--- config.mk ---
export PLATFORM = sky130hd
export DESIGN_NAME = fifo_rd_burst_ctrl
export DESIGN_NICKNAME = d
export VERILOG_FILES = /design/src/rtl/fifo_ptr_pkg.sv /design/src/rtl/ptr_bin2gray.sv /design/src/rtl/fifo_rd_burst_ctrl.sv
export SDC_FILE = /design/constraint.sdc
export NUM_CORES = 1
export LEC_CHECK = 0
export CAP_MARGIN = 0
export CORE_ASPECT_RATIO = 1.4
export CORE_MARGIN = 1
export CORE_UTILIZATION = 51
export DETAILED_ROUTE_END_ITERATION = 7
export PLACE_DENSITY_LB_ADDON = 0.1
export SYNTH_ARGS = -nofsm -noshare
export SYNTH_HDL_FRONTEND = slang
export SYNTH_HIERARCHICAL = 1
export SYNTH_SLANG_ARGS = --single-unit
--- constraint.sdc ---
create_clock -name clk -period 7.3 [get_ports clk]
set_input_delay 1.095 -clock clk [delete_from_list [all_inputs] [get_ports clk]]
set_output_delay 1.095 -clock clk [all_outputs]
set_load 0.02 [all_outputs]
--- src/rtl/fifo_ptr_pkg.sv ---
// Shared pointer helpers for the FIFO read/write pointer blocks.
// Optional Gray-coded read pointer output is enabled by FIFO_RD_GRAY_PTR_EN.
package fifo_ptr_pkg;

  localparam int unsigned ALEN_DEF = 8;

  typedef logic [ALEN_DEF:0] ptr_t;

  // Width of a word-count field able to hold 0..max_rd.
  function automatic int unsigned rd_cnt_width(input int unsigned max_rd);
    return $clog2(max_rd + 1);
  endfunction

  function automatic logic [31:0] bin2gray(input logic [31:0] bin);
    return bin ^ (bin >> 1);
  endfunction

  // Pointer distance a - b; the caller truncates to the pointer width for the modulo.
  function automatic logic [31:0] ptr_diff(input logic [31:0] a, input logic [31:0] b);
    return a - b;
  endfunction

endpackage

--- src/rtl/ptr_bin2gray.sv ---
// Registered binary-to-Gray converter for a pointer bus.
module ptr_bin2gray
  import fifo_ptr_pkg::*;
#(
  parameter int unsigned W = 9
) (
  input  logic         clk,
  input  logic         rstn,
  input  logic [W-1:0] bin,
  output logic [W-1:0] gray
);

  always_ff @(posedge clk or negedge rstn) begin
    if (!rstn) begin
      gray <= '0;
    end else begin
      gray <= W'(bin2gray(32'(bin)));
    end
  end

endmodule

--- src/rtl/fifo_rd_burst_ctrl.sv ---
// Read-side pointer/flag controller with atomic multi-word read grants.
// Define FIFO_RD_GRAY_PTR_EN to add the registered Gray read-pointer output o_rptr_gray.
module fifo_rd_burst_ctrl
  import fifo_ptr_pkg::*;
#(
  parameter  int unsigned ALEN          = 8,
  parameter  int unsigned MAX_RD        = 4,
  parameter  int unsigned AEMPTY_THRESH = 2,
  localparam int unsigned CW            = rd_cnt_width(MAX_RD),
  localparam int unsigned PW            = ALEN + 1
) (
  input  logic            clk,
  input  logic            rstn,
  input  logic            i_ren,
  input  logic [CW-1:0]   i_rcnt,
  input  logic [PW-1:0]   i_wptr,
  input  logic            i_uflow_clr,
  output logic [ALEN-1:0] o_raddr,
  output logic [PW-1:0]   o_rptr,
  output logic            o_ram_ren,
  output logic [CW-1:0]   o_ram_rcnt,
  output logic [PW-1:0]   o_rlevel,
  output logic            o_rempty,
  output logic            o_raempty,
  output logic            o_runderflow
`ifdef FIFO_RD_GRAY_PTR_EN
  ,
  output logic [PW-1:0]   o_rptr_gray
`endif
);

  logic [31:0]   rcnt_w;
  logic [31:0]   level_w;
  logic          grant;
  logic          illegal;
  logic [PW-1:0] rptr_d;
  logic [PW-1:0] level_d;

  assign rcnt_w  = 32'(i_rcnt);
  assign level_w = 32'(o_rlevel);

  // Grant only whole requests that fit in the stored level; everything else leaves the pointer alone.
  always_comb begin
    grant   = 1'b0;
    illegal = 1'b0;
    rptr_d  = o_rptr;
    level_d = '0;
    grant   = i_ren && (i_rcnt != '0) && (rcnt_w <= MAX_RD) && (rcnt_w <= level_w);
    illegal = i_ren && ((rcnt_w > level_w) || (rcnt_w > MAX_RD));
    if (grant) begin
      rptr_d = PW'(32'(o_rptr) + rcnt_w);
    end
    level_d = PW'(ptr_diff(32'(i_wptr), 32'(rptr_d)));
  end

  assign o_ram_ren  = grant;
  assign o_ram_rcnt = grant ? i_rcnt : '0;
  assign o_raddr    = o_rptr[ALEN-1:0];

  // Level and flags follow the post-read pointer so a same-cycle write and read both land.
  always_ff @(posedge clk or negedge rstn) begin
    if (!rstn) begin
      o_rptr    <= '0;
      o_rlevel  <= '0;
      o_rempty  <= 1'b1;
      o_raempty <= 1'b1;
    end else begin
      o_rptr    <= rptr_d;
      o_rlevel  <= level_d;
      o_rempty  <= (level_d == '0);
      o_raempty <= (32'(level_d) <= AEMPTY_THRESH);
    end
  end

  // Sticky underflow; a new illegal request outranks a clear in the same cycle.
  always_ff @(posedge clk or negedge rstn) begin
    if (!rstn) begin
      o_runderflow <= 1'b0;
    end else if (illegal) begin
      o_runderflow <= 1'b1;
    end else if (i_uflow_clr) begin
      o_runderflow <= 1'b0;
    end
  end

`ifdef FIFO_RD_GRAY_PTR_EN
  ptr_bin2gray #(
    .W (PW)
  ) u_rptr_gray (
    .clk  (clk),
    .rstn (rstn),
    .bin  (rptr_d),
    .gray (o_rptr_gray)
  );
`endif

endmodule
Word-level counts from Yosys, hierarchy flattened
Cells that the tools add are included.
- $add $sub $neg: 2
- order comparisons: 5
- muxes and demuxes: 4
- reduce and logical (&&, ||, !) cells: 8
- operator list (cell ; number):
    9-bit by 3-bit adder with 9-bit output ; 1
    3-bit by 9-bit > comparator with 1-bit output ; 1
    3-bit by 9-bit <= comparator with 1-bit output ; 1
    9-bit by 2-bit <= comparator with 1-bit output (second input constant) ; 1
    9-bit zero test ; 1
    9-bit two-way mux ; 1
    9-bit subtractor ; 1
    1-bit logical AND ; 4
    3-bit > comparator (second input constant) ; 1
    3-bit <= comparator (second input constant) ; 1
    3-bit two-way mux ; 1
    3-bit nonzero test ; 1
    1-bit two-way mux ; 2
    2-bit nonzero test ; 1
    1-bit logical OR ; 1
- bits in registers: 21
- bits of input ports: 16
- output and inout port bits: 33

Logic depth before layout (Yosys ltp)
Gate-level depths: netlist of run 1.
- word-level depth: 7
- mapped depth: 19

Least setup slack after synthesis of run 1
OpenSTA, ideal clock, no wires.
- path kind: input to register
- from: input port i_rcnt[2]
- to: register o_raempty
- library setup time: 96 ps
- arrival: 4212 ps
- data required time: 7204 ps
- setup slack: 2992 ps
- stages: 17
- cell sequence: ha_1 > a21oi_1 > nand2_1 > a21oi_1 > buf_2 > nor3b_1 > xor2_1 > inv_1 > ha_1 > buf_4 > nand2_1 > nor2_1 > a21oi_1 > o31a_1 > o41ai_1 > or4_4 > nor4_1
- word-level cells in the longest chain between the ends: 7
- elaborated cells on any way between the ends: 10
- classes of those cells: add/sub: 2; order compare: 3; mux: 1; reduce/logical: 4
- ends and longest elaborated chain (element ; RTL line ; source):
    from (decl) ; fifo_rd_burst_ctrl.sv:15 ; input logic [CW-1:0] i_rcnt,
    branches (longest 3 deep; another with 3-bit by 9-bit <= comparator with 1-bit output) ; n/a ;
    1-bit logical AND (*) ; fifo_rd_burst_ctrl.sv:48 ; grant = i_ren && (i_rcnt != '0) && (rcnt_w <= MAX_RD) && (rcnt_w <= level_w);
    via o_ram_ren ; fifo_rd_burst_ctrl.sv:20 ; output logic o_ram_ren,
    9-bit two-way mux (*) ; fifo_rd_burst_ctrl.sv:50 ; if (grant) begin
    via rptr_d[5] ; fifo_rd_burst_ctrl.sv:36 ; logic [PW-1:0] rptr_d;
    9-bit subtractor (*) ; fifo_ptr_pkg.sv:20 ; return a - b;
    9-bit by 2-bit <= comparator with 1-bit output (*) ; fifo_rd_burst_ctrl.sv:71 ; o_raempty <= (32'(level_d) <= AEMPTY_THRESH);
    to (signal assigned) ; fifo_rd_burst_ctrl.sv:71 ;
    to (decl) ; fifo_rd_burst_ctrl.sv:24 ; output logic o_raempty,
Mark *: on every way through the listed nets, which the timed path passes.
A chain may end at the register's enable or synchronous reset.

Worst setup path in the final report of run 1
- from: input port i_rcnt[2]
- to: register o_raempty
- word-level cells in the longest chain between the ends: 7
- elaborated cells on any way between the ends: 10
- classes of those cells: add/sub: 2; order compare: 3; mux: 1; reduce/logical: 4
- ends and longest elaborated chain (element ; RTL line):
    branches (longest 4 deep; another with 3-bit by 9-bit <= comparator with 1-bit output) ; n/a
    9-bit two-way mux (*) ; fifo_rd_burst_ctrl.sv:50
    via rptr_d[5] ; fifo_rd_burst_ctrl.sv:36
    9-bit subtractor (*) ; fifo_ptr_pkg.sv:20
    9-bit by 2-bit <= comparator with 1-bit output (*) ; fifo_rd_burst_ctrl.sv:71
Marked as above.

==> results of run 1 <==
==> placed cells by master, fill, tap and decap left out, types with 2 or more instances in the layout <==
cell type        instances
a31oi_1                  3
and3_1                   2
o21ai_0                  3
dfstp_2                  2
clkbuf_8                 3
mux2_2                   3
o31a_1                   3
mux2i_1                  2
xor2_1                   6
fa_1                     2
or3_1                    2
nand3_1                 10
nor3b_1                  2
a21oi_1                  7
clkdlybuf4s50_1         48
inv_1                   21
nand2b_1                 4
nor2_1                  10
dfrtp_1                 19
nor4_1                   3
and2_1                   5
nand2_1                 13
ha_1                    12
o2111ai_1                2
xnor2_1                  8
a21o_1                   5
==> worst min-delay path by stage <==
stage | startpoint | to | slack [ns] | cells after the start
after detailed placement | o_rptr[8] | o_rptr[8] | 0.51 | 1
after floorplan | o_runderflow | o_runderflow | 0.61 | 2
after global placement | o_rptr[8] | o_rptr[8] | 0.49 | 1
after global routing | o_rptr[8] | o_rptr[8] | 0.55 | 1
after CTS | o_rptr[8] | o_rptr[8] | 0.52 | 1
final | o_rptr[8] | o_rptr[8] | 0.52 | 1
==> sequential cells by signal, summed over array words and instances (netlist names) <==
register	cells
o_rempty	1
o_rptr	9
o_raempty	1
o_rlevel	9
o_runderflow	1
==> report_power, final <==
part           internal, mW  total [mW]  switching, mW
combinational         0.317       0.705          0.389
sequential            0.169       0.214         0.0452
clock                0.0381      0.0771         0.0390
total                 0.524       0.997          0.473
==> critical path, cell delays in order <==
cell and delay [ns]:
clkdlybuf4s50_1 0.49, ha_1 0.37, a21oi_1 0.31, nand2_1 0.14
a21oi_1 0.74, nor3b_1 0.31, xor2_1 0.21, inv_1 0.07
ha_1 0.41, nand2_1 0.13, nor2_1 0.04, a21oi_1 0.13
o31a_1 0.18, o41ai_1 0.10, or4_4 0.53, nor4_1 0.25
==> area by class of cell <==
cell class                 instances  area [µm²]  area share
clock buffer                       3        41.3      0.0190
clock inverter                     1        5.00     0.00230
tap                               39        48.8      0.0225
inverter                          21        78.8      0.0363
multi-input combinational        131         991       0.456
sequential                        21         528       0.243
timing repair buffer              48         480       0.221
==> stage by stage <==
step,worst slack (ns),power (mW),cells,hold slack [ns],util
6_report,1.97,0.997,264,0.519,0.696
5_1_grt,1.62,1.08,264,0.548,0.696
4_1_cts,1.99,1.00,264,0.523,0.696
3_5_place_dp,1.70,0.922,260,0.508,0.681
3_3_place_gp,1.92,0.903,260,0.494,0.681
2_1_floorplan,2.99,0.697,184,0.606,-
==> per-layer routing <==
layer / track usage / part of all wire / vias up
li1: - / - / 726
met1: 0.277 / 0.39 / 697
met2: 0.487 / 0.56 / 32
met3: 0.0219 / 0.023 / 9
met4: 0.102 / 0.022 / 0
met5: 0 / 0 / -
==> kinds of logic (layout without fill, tap and decap cells) <==
logic type,Yosys count,in the layout,synth area share
simple gates,62,62,0.204
compound gates,36,36,0.169
buf+inv,32,73,0.0927
flops,21,21,0.315
fa+ha+maj,14,14,0.114
xor+xnor,14,14,0.0732
mux,5,5,0.0321
==> results.sh, run 1 <==
export IMPL_outcome="finished clean"
export IMPL_total_leakage_power_nw=0.972
export IMPL_post_dp_cell_area_um2=2130
export IMPL_yosysMostFrequentCell="inv_1"
export IMPL_first_iter_violations=23
export IMPL_post_cts_buffers=0
export IMPL_worstRegToRegCells=16
export IMPL_dr_pass1_iters=4
export IMPL_cts_buffers=3
export IMPL_place_congestion=0.841
export IMPL_setup_violations=0
export IMPL_n_antenna_cell=0
export IMPL_worstSetupEndpoint="o_raempty"
export IMPL_crit_arrival_ns=5.50
export IMPL_maxSlewHeadroom=0.378
export IMPL_hpwlAfterDp_mm=3.36
export IMPL_cts_root_buf="clkbuf_8"
export IMPL_ys_seq_area_frac=0.315
export IMPL_synthTopCellsByCount="inv_1 (21), dfrtp_1 (19), nand2_1 (13)"
export IMPL_max_freq_mhz=188
export IMPL_maxCapViolations=0
export IMPL_post_synth_top_area_cell="dfrtp_1"
export IMPL_coreArea_um2=3120
export IMPL_hp_class="register to register"
export IMPL_die_area_um2=3520
export IMPL_syn_area_um2=1670
export IMPL_cts_resized=0
export IMPL_final_cell_area_um2=2170
export IMPL_io_pins=49
export IMPL_drive_gt1_frac=0.0800
export IMPL_antenna_found_initial=0
export IMPL_grt_pass1_wl_mm=6.81
export IMPL_crit_type="input pin to register"
export IMPL_cts_tree="yes"
export IMPL_avgRoutedWirePerCell_um=15.4
export IMPL_critical_path_startpoint="i_rcnt[2]"
export IMPL_drc_errors=0
export IMPL_die_x_um=50.4
export IMPL_hold_buffers=0
export IMPL_clock_sinks=21
export IMPL_synth_area_leaders="dfrtp_1 (28%), ha_1 (9.0%), inv_1 (4.7%), xnor2_1 (4.2%), buf_4 (4.0%)"
export IMPL_grt_max_degree=22
export IMPL_h_tree_depth=1
export IMPL_clk_pin_slew_worst_paths_ns=0.08
export IMPL_fin_nets=256
export IMPL_areaGrowthSynthToFinish_pct=29.8
export IMPL_fin_tns_setup_ns=0
export IMPL_fin_worst_skew_ns=0.00428
export IMPL_synth_nets=214
export IMPL_period_share=0.730
export IMPL_clock_latency_ns=0.26
export IMPL_tightest_slew_ns=0.930
export IMPL_critPathCaptureType="register"
export IMPL_grt_pass1_vias=1554
export IMPL_crit_path_max_fanout=12
export IMPL_cp_required_ns=7.47
export IMPL_hold_viol_final=0
export IMPL_grt_total_usage=0.256
export IMPL_drt_wl_total_mm=4.06
export IMPL_avgSynthCellArea_um2=9.10
export IMPL_slew_viol_final=0
export IMPL_synth_warnings=6
export IMPL_ant_nets=0
export IMPL_fill_cells=266
export IMPL_vias_per_cell=5.55
export IMPL_regToRegEndpoint="o_raempty"
export IMPL_vias=1464
export IMPL_synth_top_area_share=0.284
export IMPL_synth_edf_count=0
export IMPL_overflow=0
export IMPL_rsz0062_at_grt="false"
export IMPL_powerDensity_nw_per_um2=459
export IMPL_timing_rr_start="o_rlevel[2]"
export IMPL_postSynth_asyncResetShare=1.00
export IMPL_die_h_um=69.8
export IMPL_initial_core_util=0.536
export IMPL_syn_inst=184
export IMPL_rows=24
export IMPL_min_period_ns=5.33
export IMPL_ys_ff_latch=21
export IMPL_r2r_setup_slack_ns=2.96
export IMPL_synth_ff_type="dfrtp_1"
export IMPL_cts_buffer_depth=2
export IMPL_start_kind="input pin"
export IMPL_yosysUniqueCellTypes=51
export IMPL_peakVddDrop_v=0.000260
export IMPL_io_buffers=48
(Power assumes the default switching activity.)
==> inputs of run 2 (changes only) <==
--- a/config.mk
+++ b/config.mk
@@ -8,7 +8,7 @@
 export CAP_MARGIN = 0
 export CORE_ASPECT_RATIO = 1.4
 export CORE_MARGIN = 1
-export CORE_UTILIZATION = 51
+export CORE_UTILIZATION = 43
 export DETAILED_ROUTE_END_ITERATION = 7
 export PLACE_DENSITY_LB_ADDON = 0.1
 export SYNTH_ARGS = -nofsm -noshare
==> constraint.sdc (replaced) <==
create_clock -name clk -period 4.5 [get_ports clk]
set_input_delay 0.675 -clock clk [delete_from_list [all_inputs] [get_ports clk]]
set_output_delay 0.675 -clock clk [all_outputs]
set_load 0.02 [all_outputs]
==> run 2 against run 1 <==
First-iteration DRC count up 8.7%. Count of clock-buffer cells in the layout unchanged. Wire length increased by 7.2%. Cell area rose by 3.8%. Critical endpoint is now o_rempty.
==> results.sh, run 2 (synthesis gave the netlist of run 1 again) <==
export IMPL_outcome="finished clean"
export IMPL_dr_pass1_iters=4
export IMPL_hp_class="register to register"
export IMPL_layout_cells_most_common="clkdlybuf4s50_1"
export IMPL_coreArea_um2=3680
export IMPL_maxCapViolations=0
export IMPL_post_cts_buffers=0
export IMPL_hpwlAfterDp_mm=3.56
export IMPL_peakVddDrop_v=0.000468
export IMPL_grt_pass1_vias=1479
export IMPL_h_tree_depth=1
export IMPL_maxSlewHeadroom=0.361
export IMPL_cts_buffers=3
export IMPL_initial_core_util=0.455
export IMPL_io_buffers=48
export IMPL_ant_nets=0
export IMPL_grt_pass1_wl_mm=6.88
export IMPL_die_x_um=54.7
export IMPL_drt_wl_total_mm=4.35
export IMPL_vias_per_cell=5.51
export IMPL_power_net_switching_mw=0.784
export IMPL_fin_nets=266
export IMPL_min_period_ns=4.17
export IMPL_crit_path_max_fanout=7
export IMPL_final_cell_area_um2=2260
export IMPL_cts_buffer_depth=2
export IMPL_cts_tree="yes"
export IMPL_crit_family="simple AND/OR/NAND/NOR gates"
export IMPL_hold_buffers=0
export IMPL_setup_violations=0
export IMPL_crit_arrival_ns=4.34
export IMPL_pwr_share_comb=0.711
export IMPL_rows=26
export IMPL_hold_slack_ns=0.518
export IMPL_swShare=0.472
export IMPL_drive_gt1_frac=0.123
export IMPL_path_cells="clkdlybuf4s50_1, ha_1, a21oi_1, nand2_1, a21oi_2, nor3b_1, xor2_1, inv_1, ha_1, nand2_1, nor2_1, a21oi_1, o31a_1, o41ai_1, or4_4, nor4_1"
export IMPL_total_leakage_power_nw=1.02
export IMPL_grt_total_usage=0.234
export IMPL_overflow=0
export IMPL_vias=1525
export IMPL_drc_errors=0
export IMPL_place_congestion=0.872
export IMPL_grt_max_degree=22
export IMPL_die_h_um=75.8
export IMPL_io_pins=49
export IMPL_period_share=0.926
export IMPL_critPathCaptureType="register"
export IMPL_cts_root_buf="clkbuf_8"
export IMPL_avgRoutedWirePerCell_um=15.7
export IMPL_clk_pin_slew_worst_paths_ns=0.08
export IMPL_clock_power_share=0.078
export IMPL_top_regs="o_rlevel x9, o_rptr x9"
export IMPL_areaGrowthSynthToFinish_pct=34.8
export IMPL_internal_power_mw=0.875
export IMPL_r2r_setup_slack_ns=0.82
export IMPL_slew_viol_final=0
export IMPL_final_cell_mix="clkdlybuf4s50_1 (48), inv_1 (21), dfrtp_1 (19)"
export IMPL_antenna_found_initial=0
export IMPL_tightest_slew_ns=0.956
export IMPL_slowest_stage="or4_4"
export IMPL_fin_worst_skew_ns=0.00638
export IMPL_start_kind="input pin"
export IMPL_cp_required_ns=4.67
export IMPL_crit_buf_inv=2
export IMPL_powerDensity_nw_per_um2=735
export IMPL_hold_viol_final=0
export IMPL_slowest_delay_ns=0.52
export IMPL_crit_type="input pin to register"
export IMPL_first_iter_violations=25
export IMPL_seqPwrFrac=0.212
export IMPL_n_antenna_cell=0
export IMPL_clock_sinks=21
export IMPL_post_dp_cell_area_um2=2210
export IMPL_max_freq_mhz=240
export IMPL_clock_latency_ns=0.27
export IMPL_die_area_um2=4150
-- run 2: path summary, 6_finish.rpt --
kind	startpoint	to	cells past startpoint
max in group asynchronous	rstn	o_rptr[0]	1
setup reg to reg	o_rlevel[2]	o_rempty	16
setup / recovery	i_rcnt[2]	o_rempty	16
min in group asynchronous	rstn	o_rptr[7]	1
hold reg to reg	o_rptr[8]	o_rptr[8]	1
hold / removal	o_rptr[8]	o_rptr[8]	1
-- run 2: stage by stage --
stage / TNS [ns] / utilization / worst slack [ns] / total power [mW] / instances
CTS: 0 / 0.613 / 0.282 / 1.67 / 277
finish: 0 / 0.614 / 0.332 / 1.66 / 277
floorplan: 0 / - / 0.612 / 1.13 / 184
detailed placement: 0 / 0.600 / 0.0244 / 1.53 / 273
global placement: 0 / 0.600 / 0.164 / 1.52 / 273
global route: -0.0214 / 0.614 / -0.0214 / 1.80 / 277
-- run 2: metal layers --
metal / track usage / vias up / routed length, µm
li1: - / 738 / -
met1: 0.262 / 740 / 1690
met2: 0.443 / 40 / 2460
met3: 0.0279 / 7 / 141
met4: 0.0655 / 0 / 55
met5: 0 / - / 0
-- run 2: timing repair --
action	CTS	global route
gates resized for setup	0	1
setup endpoints to repair	0	2
hold endpoints to repair	0	0
-- run 2: power by group through the flow --
stage	clock network, mW	registers (mW)	logic (mW)
3_3_place_gp	0	0.353	1.16
6_report	0.129	0.351	1.18
4_1_cts	0.131	0.355	1.18
3_5_place_dp	0	0.359	1.17
2_1_floorplan	0	0.439	0.692
5_1_grt	0.140	0.366	1.29
-- run 2: area by class of cell --
type	count	area, µm²
fillers	324	1420
multi-input cells	131	995
repair buffers	58	556
flip-flops and latches	21	528
inverters	21	78.8
well taps	42	52.6
clock buffers	3	41.3
clock inverters	1	5.00
==> inputs of run 3 (changes only) <==
--- a/config.mk
+++ b/config.mk
@@ -10,6 +10,7 @@
 export CORE_MARGIN = 1
 export CORE_UTILIZATION = 43
 export DETAILED_ROUTE_END_ITERATION = 7
+export GPL_TIMING_DRIVEN = 0
 export PLACE_DENSITY_LB_ADDON = 0.1
 export SYNTH_ARGS = -nofsm -noshare
 export SYNTH_HDL_FRONTEND = slang
==> run 3 against run 2 <==
Highest routed layer unchanged. Worst setup slack gained 0.16 ns. Cell count up 0.36%. Global-route usage is 1.7 points lower. Clock power hardly changed. Critical path type unchanged. Largest cell class unchanged.
==> results.sh, run 3 (synthesis gave the netlist of run 1 again) <==
export IMPL_crit_path_max_fanout=10
export IMPL_rsz0062_at_grt="false"
export IMPL_ant_nets=0
export IMPL_die_area_um2=4150
export IMPL_total_leakage_power_nw=1.05
export IMPL_io_pins=49
export IMPL_areaGrowthSynthToFinish_pct=37.5
export IMPL_slew_viol_final=0
export IMPL_vias_per_cell=5.43
export IMPL_fin_cells=278
export IMPL_fill_cells=324
export IMPL_hold_buffers=0
export IMPL_hold_slack_ns=0.519
export IMPL_setup_violations=0
export IMPL_cts_root_buf="clkbuf_8"
export IMPL_die_x_um=54.7
export IMPL_clock_sinks=21
export IMPL_fin_nets=267
export IMPL_min_period_ns=4.01
export IMPL_overflow=0
export IMPL_avgRoutedWirePerCell_um=14.5
export IMPL_hp_class="register to register"
export IMPL_max_freq_mhz=250
export IMPL_dr_pass1_iters=4
export IMPL_swShare=0.469
export IMPL_drc_errors=0
export IMPL_place_congestion=0.925
export IMPL_drive_gt1_frac=0.148
export IMPL_post_dp_cell_area_um2=2210
export IMPL_critPathCaptureType="register"
export IMPL_h_tree_depth=1
export IMPL_place_inst=274
export IMPL_clock_power_share=0.077
export IMPL_powerDensity_nw_per_um2=738
export IMPL_pwr_share_comb=0.719
export IMPL_hold_viol_final=0
export IMPL_fin_util=0.626
export IMPL_internal_power_mw=0.903
export IMPL_outcome="finished clean"
export IMPL_rows=26
export IMPL_power_mw=1.70
export IMPL_n_antenna_cell=0
export IMPL_cts_buffer_depth=2
export IMPL_seqPwrFrac=0.204
export IMPL_layout_cells_most_common="clkdlybuf4s50_1"
export IMPL_clock_latency_ns=0.27
export IMPL_crit_arrival_ns=4.19
export IMPL_place_ws_ns=-0.442
export IMPL_final_cell_area_um2=2300
export IMPL_clk_pin_slew_worst_paths_ns=0.09
export IMPL_grt_pass1_vias=1478
export IMPL_period_share=0.891
export IMPL_grt_total_usage=0.217
export IMPL_power_net_switching_mw=0.796
export IMPL_cts_buffers=3
export IMPL_fin_tns_setup_ns=0
export IMPL_hpwlAfterDp_mm=3.19
export IMPL_crit_type="input pin to register"
export IMPL_tightest_slew_ns=1.03
export IMPL_initial_core_util=0.455
export IMPL_die_h_um=75.8
export IMPL_fin_worst_skew_ns=0.00636
export IMPL_maxCapViolations=0
export IMPL_peakVddDrop_v=0.000442
export IMPL_io_buffers=48
export IMPL_start_kind="input pin"
export IMPL_top_regs="o_rlevel x9, o_rptr x9"
export IMPL_grt_max_degree=22
export IMPL_antenna_found_initial=0
export IMPL_drt_wl_total_mm=4.03
export IMPL_coreArea_um2=3680
export IMPL_grt_pass1_wl_mm=6.42
export IMPL_final_cell_mix="clkdlybuf4s50_1 (45), inv_1 (21), dfrtp_1 (19)"
export IMPL_cts_tree="yes"
export IMPL_cp_required_ns=4.68
export IMPL_finalWorstSetupSlack_ns=0.492
export IMPL_maxSlewHeadroom=0.314
export IMPL_first_iter_violations=42
export IMPL_vias=1509
==> run 3: changes by cell type in the layout (fill, tap and decap cells not counted), moves of 2 or more <==
cell             previous run  this run
nor4_1                      3         1
clkdlybuf4s50_1            48        45
dlymetal6s2s_1              0         3
nor4_2                      0         2
==> run 3: power groups by stage <==
stage | Clock (mW) | Sequential [mW] | Combinational, mW
finish | 0.132 | 0.346 | 1.22
global route | 0.141 | 0.360 | 1.34
CTS | 0.132 | 0.349 | 1.19
detailed placement | 0 | 0.353 | 1.18
global placement | 0 | 0.346 | 1.16
floorplan | 0 | 0.439 | 0.692
==> run 3: layout make-up <==
cell class,instances,area (µm²),share of cell area
repair buffers,48,488,0.212
multi-input cells,131,1030,0.447
inverters,21,78.8,0.0342
flip-flops and latches,21,528,0.229
clock inverters,1,5.00,0.00217
plain buffers,11,78.8,0.0342
well taps,42,52.6,0.0228
clock buffers,3,41.3,0.0179
==> run 3: worst paths after layout <==
kind | to | startpoint | cells after the start | slack [ns]
max in group asynchronous | o_rptr[1] | rstn | 1 | 2.92
max reg2reg | o_raempty | o_rlevel[2] | 18 | 0.73
min reg2reg | o_rptr[8] | o_rptr[8] | 1 | 0.52
min | o_rptr[8] | o_rptr[8] | 1 | 0.52
min in group asynchronous | o_rptr[7] | rstn | 1 | 0.96
max | o_raempty | i_rcnt[1] | 18 | 0.49
==> run 3: per-layer routing <==
layer	wire, µm	global-route usage	part of all wire	vias to the layer above
met4	102	0.0969	0.025	0
li1	-	-	-	742
met2	2160	0.386	0.53	46
met5	0	0	0	-
met3	169	0.0359	0.042	13
met1	1600	0.244	0.40	708
==> run 3: critical path, cell delays in order <==
cell and delay [ns]:
dlymetal6s2s_1 0.20, ha_1 0.33, nand3_1 0.09, and3_2 0.27, a21oi_2 0.21, buf_4 0.20, nor3b_2 0.20, xor2_1 0.22
inv_1 0.07, ha_1 0.26, buf_4 0.17, nand2_1 0.08, nor2_1 0.04, a21oi_1 0.13, o31a_1 0.15, o41ai_1 0.08
or4_4 0.54, nor4_2 0.25
==> run 3: what timing repair did <==
item	4_1_cts	5_1_grt
hold endpoints to repair	0	0
resized for setup	3	8
setup buffers	0	0
endpoints found under the setup margin	2	2
gates cloned	0	0
pin swaps	0	1
